==> src/rtl/serial_adder_pkg.sv <==
// rtl/serial_adder_pkg.sv - shared types and sizing helpers for the serial adder sequencer
package serial_adder_pkg;

  localparam int WIDTH_DEFAULT = 8;

  typedef enum logic [1:0] {IDLE, LOAD, SHIFT, DONE} state_t;

  function automatic int cnt_width(input int width);
    return $clog2(width + 1);
  endfunction

endpackage

==> src/rtl/serial_adder_bit_cnt.sv <==
// rtl/serial_adder_bit_cnt.sv - bit-position counter with clear, enable and terminal-count flag
module serial_adder_bit_cnt #(
  parameter int WIDTH = 8,
  parameter int CNT_W = 4
) (
  input  logic             clk_i,
  input  logic             rst_i,
  input  logic             clr_i,
  input  logic             en_i,
  output logic [CNT_W-1:0] count_o,
  output logic             tc_o
);

  logic [CNT_W-1:0] r_count;

  always_ff @(posedge clk_i) begin
    if (rst_i || clr_i) begin
      r_count <= '0;
    end else if (en_i) begin
      r_count <= r_count + CNT_W'(1);
    end
  end

  assign count_o = r_count;
  assign tc_o    = (r_count == CNT_W'(WIDTH - 1));

endmodule

==> src/rtl/serial_adder_ctrl.sv <==
// rtl/serial_adder_ctrl.sv - load/shift sequencer for a bit-serial adder; SERIAL_ADDER_CTRL_ABORT_EN adds abort_i
module serial_adder_ctrl
  import serial_adder_pkg::*;
#(
  parameter int WIDTH = WIDTH_DEFAULT,
  parameter int CNT_W = cnt_width(WIDTH)
) (
  input  logic             clk_i,
  input  logic             reset_n_i,
`ifdef SERIAL_ADDER_CTRL_ABORT_EN
  input  logic             abort_i,
`endif
  input  logic             start_i,
  output logic             ready_o,
  output logic             load_o,
  output logic             carry_clr_o,
  output logic             shift_en_o,
  input  logic             carry_i,
  output logic [CNT_W-1:0] bit_idx_o,
  output logic             busy_o,
  output logic             result_valid_o,
  input  logic             result_ready_i,
  output logic             cout_o
);

  state_t           r_state;
  state_t           w_next;
  logic             r_cout;
  logic             w_cnt_clr;
  logic             w_cnt_en;
  logic             w_tc;
  logic             w_abort;
  logic             w_run;
  logic [CNT_W-1:0] w_count;

`ifdef SERIAL_ADDER_CTRL_ABORT_EN
  assign w_abort = abort_i;
`else
  assign w_abort = 1'b0;
`endif

  serial_adder_bit_cnt #(
    .WIDTH (WIDTH),
    .CNT_W (CNT_W)
  ) u_bit_cnt (
    .clk_i   (clk_i),
    .rst_i   (reset_n_i),
    .clr_i   (w_cnt_clr),
    .en_i    (w_cnt_en),
    .count_o (w_count),
    .tc_o    (w_tc)
  );

  always_ff @(posedge clk_i) begin
    if (reset_n_i) begin
      r_state <= IDLE;
      r_cout  <= 1'b0;
    end else begin
      r_state <= w_next;
      // An aborted final shift must leave the previous carry-out in place.
      if (r_state == SHIFT && w_tc && !w_abort) begin
        r_cout <= carry_i;
      end
    end
  end

  always_comb begin
    w_next    = r_state;
    w_cnt_clr = 1'b0;
    w_cnt_en  = 1'b0;
    case (r_state)
      IDLE:  if (start_i) w_next = LOAD;
      LOAD: begin
        w_cnt_clr = 1'b1;
        w_next    = w_abort ? IDLE : SHIFT;
      end
      SHIFT: begin
        if (w_abort) begin
          w_cnt_clr = 1'b1;
          w_next    = IDLE;
        end else if (w_tc) begin
          w_cnt_clr = 1'b1;
          w_next    = DONE;
        end else begin
          w_cnt_en  = 1'b1;
        end
      end
      DONE:  if (result_ready_i) w_next = IDLE;
      default: w_next = IDLE;
    endcase
  end

  // Reset is asserted high, so every strobe is masked while it is held.
  assign w_run          = !reset_n_i;
  assign ready_o        = (r_state == IDLE)  && w_run;
  assign load_o         = (r_state == LOAD)  && w_run;
  assign carry_clr_o    = (r_state == LOAD)  && w_run;
  assign shift_en_o     = (r_state == SHIFT) && w_run;
  assign result_valid_o = (r_state == DONE)  && w_run;
  assign busy_o         = (r_state != IDLE)  && w_run;
  assign bit_idx_o      = shift_en_o ? w_count : '0;
  assign cout_o         = r_cout;

endmodule

==> config.mk <==
export PLATFORM = sky130hd
export DESIGN_NAME = serial_adder_ctrl
export DESIGN_NICKNAME = d
export VERILOG_FILES = /design/src/rtl/serial_adder_pkg.sv /design/src/rtl/serial_adder_bit_cnt.sv /design/src/rtl/serial_adder_ctrl.sv
export SDC_FILE = /design/constraint.sdc
export NUM_CORES = 1
export LEC_CHECK = 0
export CAP_MARGIN = 20
export CORE_AREA = 2 2 39 41
export CTS_CLUSTER_DIAMETER = 150
export CTS_CLUSTER_SIZE = 10
export DETAILED_ROUTE_END_ITERATION = 10
export DIE_AREA = 0 0 41 43
export HOLD_SLACK_MARGIN = 0.02
export PLACE_DENSITY_LB_ADDON = 0.15
export SKIP_LAST_GASP = 1
export SLEW_MARGIN = 20
export SYNTH_ARGS = -nofsm -noshare
export SYNTH_HDL_FRONTEND = slang
export SYNTH_SLANG_ARGS = --single-unit
==> constraint.sdc <==
create_clock -name clk_i -period 1.8 [get_ports clk_i]
set_input_delay 0.18 -clock clk_i [delete_from_list [all_inputs] [get_ports clk_i]]
set_output_delay 0.18 -clock clk_i [all_outputs]
set_load 0.005 [all_outputs]
Word level (Yosys, flattened, before mapping)
Index checks and enable logic that the tools add are counted.
- add/subtract/negate cells: 1
- $mul: 0
- divide/modulo/power cells: 0
- order comparisons: 0
- eq/ne operators: 7
- shift-type cells: 0
- muxes and demuxes: 9
- bitwise gates (word level): 0
- reductions and logical operators: 11
- operators by type and width (kind ; number):
    one-hot mux 2 bit (4 select lines) ; 1
    logical AND 1 bit ; 6
    two-way mux 2 bit ; 3
    != test 2 bit, second input constant ; 3
    adder 4 x 1 -> 4 bit, second input constant ; 1
    equality test 2 bit, second input constant ; 2
    equality test 4 x 3 -> 1 bit, second input constant ; 1
    two-way mux 4 bit ; 1
    two-way mux 1 bit ; 3
    AND reduction 3 bit ; 1
    equality test 2 x 1 -> 1 bit, second input constant ; 1
    zero test 2 bit ; 1
    one-hot mux 1 bit (2 select lines) ; 1
    nonzero test 2 bit ; 1
    zero test 1 bit ; 1
    logical OR 1 bit ; 1
- register bits after elaboration: 7
- bits in latches: 0
- RAM bits: 0
- bits in read-only memories: 0
- input port bits: 5
- output and inout bits: 11
- memories: 0

Depth between registers and ports, before layout
Gate-level depths: netlist (run 1).
- depth in word-level cells: 4
- depth in mapped cells: 6
- depth with buffers taken out: 5

By module
Synthesis (run 1) repeated with hierarchy kept, for this count alone.
- cell total of the unflattened synthesis: 55
- area total of the unflattened synthesis: 484.2 um^2
- by module, submodules not included (module ; instances ; cells each ; area each (um^2)):
    serial_adder_ctrl ; 1 ; 36 ; 299.0
    serial_adder_bit_cnt ; 1 ; 19 ; 185.2

Worst setup path after synthesis (run 1)
No wires, ideal clock.
- path kind: register to register
- from: register r_state[0]
- to: register u_bit_cnt.r_count[3] (netlist: u_bit_cnt.count_o[3])
- setup time: 80 ps
- data arrival time: 1297 ps
- data required time: 1720 ps
- setup slack: 423 ps
- stages on the path, launching flop included: 7
- path buffers: 1
- period minus slack after synthesis: 1377 ps
- cell sequence: dfxtp_1 inv_1 ha_1 buf_4 nand4_1 or3_1 a211oi_2
- longest elaborated chain between the ends: 3
- elaborated cells on any way between the ends: 5
- those cells by class: eq/ne: 2; mux: 2; reduce/logical: 1
- ends and longest elaborated chain (element ; RTL line ; source):
    start: declaration ; serial_adder_ctrl.sv:26 ; state_t r_state;
    start signal: assignment ; serial_adder_ctrl.sv:59 ; r_state <= w_next;
    equality test 2 bit or equality test 2 x 1 -> 1 bit (tied branches) ; serial_adder_ctrl.sv:71 ; case (r_state)
    one-hot mux 1 bit (2 select lines) ; serial_adder_ctrl.sv:71 ;
    logical OR 1 bit ; serial_adder_bit_cnt.sv:17 ; if (rst_i || clr_i) begin
    end signal: assignment ; serial_adder_bit_cnt.sv:20 ; r_count <= r_count + CNT_W'(1);
    end: declaration ; serial_adder_bit_cnt.sv:14 ; logic [CNT_W-1:0] r_count;
Parallel ways exist; a longest one is shown, timed or not.
A chain may end at the register's enable or synchronous reset.

Worst setup path in the final report (run 1)
- from: register r_state[0]
- to: output shift_en_o
- longest elaborated chain between the ends: 2
- ends and longest elaborated chain (element ; RTL line ; source):
    equality test 2 bit ; serial_adder_ctrl.sv:98 ; assign shift_en_o = (r_state == SHIFT) && w_run;
    logical AND 1 bit ; serial_adder_ctrl.sv:98 ;
    end: declaration ; serial_adder_ctrl.sv:17 ; output logic shift_en_o,
No other way between the ends.

==> run metrics, run 1 <==
Vias/cell=4.763; DR DRC count=0; # fillers=146; Cell variety after synth=27; # rows=14; Die ar.=1763 sq um; Worst Skew=0.001177 ns; fraction of layout cells with a size suffix above 1=0.1818; Synth Area per Inst=8.407 sq um; number of buffers added on ports=15; unrepaired setup endpoints after global routing=no; Worst path max stage delay=0.50 ns; Die X=41 microns; pin count of the biggest net entering global routing=12; CP cell instances=inv_2, ha_4, inv_1, nor2_1, clkdlybuf4s50_1; Switching Fraction=0.3463; Final HPWL DP=765.5 microns; Sequential Power Share=0.304; vias=443; CTS H-Tree Depth=1; Post-synth EDFFs=0; Final ANT Viol Nets=0; Peak VDD IR=0.0005009 V; Post-Syn Area=479.2 sq um; crit path kind=flip-flop to primary output; vias in the first global route=367; Worst EP required=1.62 ns; final hold violation count=0; Internal=0.4947 mW; setup tns final=0 ns; clk sinks=7; Cells after Synth=57; post-layout minimum cycle time=1.700 ns; Critical-path top delay cell=clkdlybuf4s50_1; Initial Utilization=0.3463; Clk Latency, worst-skew pair=0.24 ns; final setup violation count=0; Gate power share=0.511; Slew Viols, Final=0; Max Cap Viol=0; CTS Buffer Depth=2; io pins=16; crit start category=flip-flop; Min-Delay Path Class=flip-flop to flip-flop; Final nets=88; Root Driver=clkbuf_4; Main synth FF type=dfxtp_1; worst-path fanout max=10; DR WL/cell=10.71 microns; period utilization=0.9443; TritonCTS clock tree=done; # diodes=0; global-route wire length before repair=1545 microns; antenna violations before repair=0; cts bufs inserted=3; Iter 0 DRT Violations=9; worst slew pin tran=0.4449 ns; overall routing resource usage=0.1290; CP endpoint kind=primary output; 1st-pass router iterations=5; total power draw=0.7568 mW; Die Ht=43 microns; Reg area=142.6 sq um; P&R area growth vs syn=46.48%; area of the core=1384 sq um; cell family with the largest share of critical-path delay=buffers and inverters; clock network power share=0.185; Power Density=1078 nW/um^2; Routability Congestion=0.7542; Rel. slew slack=0.7034; worst path arrival time=1.52 ns; Async SR Flop Fraction=0; WP buf/inv=3; LEAKAGE=0.3001 nW; Remaining Overflow, GRT=0; maximum clock rate=0.5883 GHz; P_sw=0.2620 mW; FF+latch count, synth=7; Mapped Nets=67; drt total wl=996 microns; clock-pin slew on the worst setup and hold paths=0.05 ns; Seq/Total Area, Yosys=0.2924; outcome=completed; hold-fix buffers at CTS=0; Ys Warns=0; Multi-input gate area=306.5 sq um
-- kinds of logic after synthesis --
kind of cell               Yosys count  share of synthesized area
AOI/OAI and AO/OA                   10                     0.1645
adders and majority gates            5                     0.1305
buffers and inverters               10                    0.09399
DFF                                  7                     0.2924
muxes                                2                    0.04178
and+or+nand+nor                     23                     0.2767
-- power groups by stage --
stage / registers [mW] / clock network (mW) / logic [mW]
final: 0.230 / 0.140 / 0.387
after global routing: 0.233 / 0.158 / 0.440
after CTS: 0.224 / 0.148 / 0.363
after detailed placement: 0.223 / 0 / 0.346
after global placement: 0.220 / 0 / 0.344
after floorplan: 0.215 / 0 / 0.233
-- per-layer routing --
| layer | wire length (microns) | global-route usage | part of all wire | up-vias |
|---|---|---|---|---|
| met1 | 510 | 0.1759 | 0.51 | 184 |
| met3 | 64 | 0.03141 | 0.064 | 2 |
| li1 | - | - | - | 242 |
| met5 | 0 | 0 | 0 | - |
| met4 | 9 | 0.08000 | 0.0090 | 0 |
| met2 | 411 | 0.1750 | 0.41 | 15 |
-- cells in the final DEF (no fill, tap or decap) --
cell / count
clkdlybuf4s50_1: 15
inv_1: 6
dfxtp_1: 5
nor2_1: 4
nand2_1: 4
ha_1: 4
buf_4: 4
and3_1: 3
clkbuf_4: 3
nor2b_1: 2
mux2i_1: 2
or3_1: 2
o21ai_0: 2
a211oi_1: 2
dfxtp_2: 2
inv_2: 1
and3_2: 1
nand3b_1: 1
a222oi_1: 1
nand4b_1: 1
nand4_1: 1
and3b_4: 1
a21boi_0: 1
a211oi_2: 1
a211o_1: 1
o211a_1: 1
a21oi_1: 1
nor3_1: 1
nor4_1: 1
nand3_1: 1
ha_4: 1
clkbuf_1: 1
-- layout make-up --
class	instances	share of cell area
sequential	7	0.2032
clock buffer	4	0.03743
timing repair buffer	19	0.2567
inverter	7	0.03743
tap	16	0.02852
multi-input combinational	40	0.4367
-- cells in the mapped netlist, types with 2 or more instances --
| master | instances | area share |
|---|---|---|
| buf_4 | 2 | 0.031 |
| ha_1 | 5 | 0.13 |
| nand2_1 | 4 | 0.031 |
| a211oi_1 | 2 | 0.031 |
| mux2i_1 | 2 | 0.042 |
| nor2b_1 | 2 | 0.026 |
| or3_1 | 2 | 0.026 |
| o21ai_0 | 2 | 0.021 |
| inv_1 | 7 | 0.055 |
| nor2_1 | 4 | 0.031 |
| dfxtp_1 | 7 | 0.29 |
| and3_1 | 3 | 0.039 |
-- repair_timing --
item | CTS | global route
setup endpoints to repair | 5 | 7
gates resized for setup | 2 | 3
setup buffers | 0 | 2
cloned | 0 | 0
-- metrics by stage --
stage          hold WS (ns)  worst slack [ns]  cell area (sq um)  cells    util
2_1_floorplan        0.3239            0.4231              479.2     57       -
3_3_place_gp         0.4873            0.1440              645.6     87  0.4665
3_5_place_dp         0.4967            0.1027              645.6     87  0.4665
4_1_cts              0.5144           0.01570              684.4     91  0.4946
5_1_grt              0.5162          0.009542              701.9     93  0.5072
6_report             0.4932            0.1003              701.9     93  0.5072
-- worst min-delay path: cells and delay by family (launching register included) --
family / cells / cell delay, ns
DFF: 1 / 0.34
and+or+nand+nor: 1 / 0.06
muxes: 1 / 0.05
-- registers in the layout, indices dropped and copies added, names as in the netlist --
| register | count |
|---|---|
| u_bit_cnt.count_o | 4 |
| r_state | 2 |
| cout_o | 1 |
-- worst paths after layout --
| path | endpoint | slack, ns | cells past startpoint | startpoint |
|---|---|---|---|---|
| min reg2reg | r_state[1]$_SDFFE_PP0P_ | 0.49 | 2 | r_state[1]$_SDFFE_PP0P_ |
| max reg2reg | r_state[1]$_SDFFE_PP0P_ | 0.33 | 4 | u_bit_cnt.count_o[0]$_SDFFE_PP0P_ |
| max | shift_en_o | 0.10 | 5 | r_state[0]$_SDFFE_PP0P_ |
| min | r_state[1]$_SDFFE_PP0P_ | 0.49 | 2 | r_state[1]$_SDFFE_PP0P_ |
(Power assumes the default switching activity.)
==> run 2, diff against run 1 <==
ABC_AREA = 1   (was not set)
==> run 2 against run 1 <==
Global-route usage up 2.3 points. Critical path depth stayed put. Setup slack is essentially flat. Synthesized area up 9.7%. Non-clock buffer count decreased by 2. Final cell count is 27% higher. Largest power group unchanged. Cell area increased by 3.2%. Sequential share of layout area fell by 0.63 points. Flip-flop and latch count did not move. Critical endpoint is now ready_o. First-iteration DRC count increased by 67%. Critical path type unchanged. Sequential power is 3% lower. Maximum frequency about the same.
==> run metrics, run 2 <==
Remaining Overflow, GRT=0 (unchanged); Iter 0 DRT Violations=15 (+6); Cells after Synth=83 (+46%); worst slew pin tran=0.2240 ns (-0.2209 ns); Vias/cell=4.373 (-8.2%); Die ar.=1763 sq um (unchanged); post-route cell area=724.4 sq um (+3.2%); clk sinks=7 (unchanged); Synth Area per Inst=6.331 sq um (-25%); area leader, netlist=dfxtp_1; Cell variety after synth=17 (-37%); TritonCTS clock tree=done; most instantiated library cell after synthesis=nor2_1; fraction of layout cells with a size suffix above 1=0.1961 (+0.01426); drt total wl=1138 microns (+14%); Seq/Total Area, Yosys=0.2667 (-0.02576); final setup violation count=0 (unchanged); Post-Syn Area=525.5 sq um (+9.7%); crit path kind=flip-flop to primary output; Reg area=142.6 sq um (unchanged); vias=516 (+16%); WP buf/inv=3 (unchanged); Rel. slew slack=0.8505 (+0.1471); final hold violation count=0 (unchanged); Initial Utilization=0.3797 (+0.03345); Gate power share=0.517 (+0.006); Peak VDD IR=0.0005524 V (+10%); Routability Congestion=0.7910 (+4.9%); Die X=41 microns (unchanged); cts bufs inserted=3 (unchanged); # fillers=155 (+6.2%); hold-fix buffers at CTS=0 (unchanged); Worst Skew=0.004170 ns (+0.002994 ns); period utilization=0.9443 (about the same); maximum clock rate=0.5883 GHz (about the same); antenna violations before repair=0 (unchanged); Crit Reg-Reg Startpoint=r_state[0]$_SDFFE_PP0P_; vias in the first global route=443 (+21%); area post-placement=691.9 sq um (+7.2%); 1st-pass router iterations=6 (+1); HP Start=cout_o$_SDFFE_PP0P_; post-synth top area share=0.2667 (-0.02576); max reg flops=4 (unchanged); overall routing resource usage=0.1519 (+0.02288); setup repair bufs after CTS=0 (unchanged); number of buffers added on ports=15 (unchanged); Final ANT Viol Nets=0 (unchanged); CP endpoint kind=primary output; outcome=completed; Clk Latency, worst-skew pair=0.26 ns (+0.02 ns); Critical-path top delay cell=clkdlybuf4s50_1; Min-Delay Path Class=flip-flop to flip-flop; commonest non-fill, non-tap cell in the layout=nor2_1; P_sw=0.3137 mW (+20%); Final HPWL DP=892.5 microns (+17%); most frequent cells in the layout=nor2_1, nand2_1, inv_1; # diodes=0 (unchanged); global-route wire length before repair=1807 microns (+17%); area of the core=1384 sq um (unchanged); clock network power share=0.192 (+0.007); final core utilization=0.5235 (+0.01627); cell family with the largest share of critical-path delay=buffers and inverters; post-layout minimum cycle time=1.700 ns (+0.0001060 ns); unrepaired setup endpoints after global routing=no; Final nets=113 (+28%); Main synth FF type=dfxtp_1; Slew Viols, Final=0 (unchanged); pin count of the biggest net entering global routing=9 (-3); clock-pin slew on the worst setup and hold paths=0.06 ns (about the same); most instantiated cells after synthesis=nor2_1, inv_1, nand2_1; Worst path max stage delay=0.50 ns (about the same); setup tns final=0 ns (unchanged); Die Ht=43 microns (unchanged); Internal=0.4486 mW (-9.3%); Ys Warns=0 (unchanged); crit start category=flip-flop; Root Driver=clkbuf_4; Sequential Power Share=0.292 (-0.012); worst-path fanout max=4 (-6); CTS Buffer Depth=2 (unchanged); io pins=16 (unchanged); # rows=14 (unchanged); CTS H-Tree Depth=1 (unchanged); P&R area growth vs syn=37.86%; DR DRC count=0 (unchanged); crit path from=r_state[1]$_SDFFE_PP0P_; FF+latch count, synth=7 (unchanged); Multi-input gate area=307.8 sq um (+0.41%); Switching Fraction=0.4115 (+0.06523); DR WL/cell=9.644 microns (-9.9%); LEAKAGE=0.3646 nW (+21%); Area contributors post-synth=dfxtp_1, nor2_1, ha_1; Async SR Flop Fraction=0 (unchanged); worst path arrival time=1.52 ns (about the same); CP cell instances=inv_1, ha_1, inv_1, nor2_1, clkdlybuf4s50_1; Worst EP required=1.62 ns (about the same); cell repeated most along the worst path=inv_1; Post-synth EDFFs=0 (unchanged); Mapped Nets=93 (+39%); Max Cap Viol=0 (unchanged); Power Density=1052 nW/um^2 (-2.4%)
-- run 2: power groups by stage --
stage	Sequential [mW]	Combinational, mW	Clock, mW
global placement	0.219	0.387	0
CTS	0.223	0.398	0.157
floorplan	0.212	0.280	0
global route	0.226	0.448	0.163
finish	0.222	0.394	0.146
detailed placement	0.219	0.392	0
-- run 2: repair_timing --
action | CTS | global route
gates resized for setup | 9 | 1
endpoints found under the hold margin | 0 | 0
setup endpoints to repair | 4 | 1
-- run 2: final cells by class --
type                    count  share of cell area
clock inverters             1            0.006908
inverters                  17             0.08808
well taps                  16             0.02763
multi-input cells          57              0.4249
clock buffers               3             0.03109
repair buffers             17              0.2245
flip-flops and latches      7              0.1969
-- run 2: logic make-up (layout without fill, tap and decap cells) --
family	count (synthesis)	in the layout	share of synthesized area
flip-flops	7	7	0.2667
buffers and inverters	19	38	0.1571
AND/OR/NAND/NOR	48	48	0.4119
AO/OA/AOI/OAI	4	4	0.04523
adder cells (fa/ha/maj)	5	5	0.1190
-- run 2: final timing paths --
check,end,slack [ns],cells past startpoint
worst max register to register,u_bit_cnt.count_o[3]$_SDFFE_PP0P_,0.50,8
worst min-delay path,cout_o$_SDFFE_PP0P_,0.46,2
worst max-delay path,ready_o,0.10,5
worst min register to register,cout_o$_SDFFE_PP0P_,0.46,2
-- run 2: metal layers --
layer | wire (microns) | global-route usage | up-vias
met5 | 0 | 0 | -
li1 | - | - | 286
met4 | 0 | 0.04000 | 0
met1 | 504 | 0.1877 | 216
met3 | 87 | 0.07853 | 0
met2 | 546 | 0.2250 | 14
-- run 2: worst min-delay path: stages (launching register included) --
cell     delay, ns
dfxtp_1       0.31
nand2_1       0.06
a21oi_1       0.05
-- run 2: through the flow --
step / cells / hold slack, ns / power (mW) / setup WS, ns
after global placement: 114 / 0.4455 / 0.6055 / 0.1817
after detailed placement: 114 / 0.4561 / 0.6114 / 0.1638
after global routing: 118 / 0.4737 / 0.8367 / 0.006012
final: 118 / 0.4583 / 0.7623 / 0.1002
after CTS: 118 / 0.4654 / 0.7780 / 0.07357
after floorplan: 83 / 0.2491 / 0.4923 / 0.5887
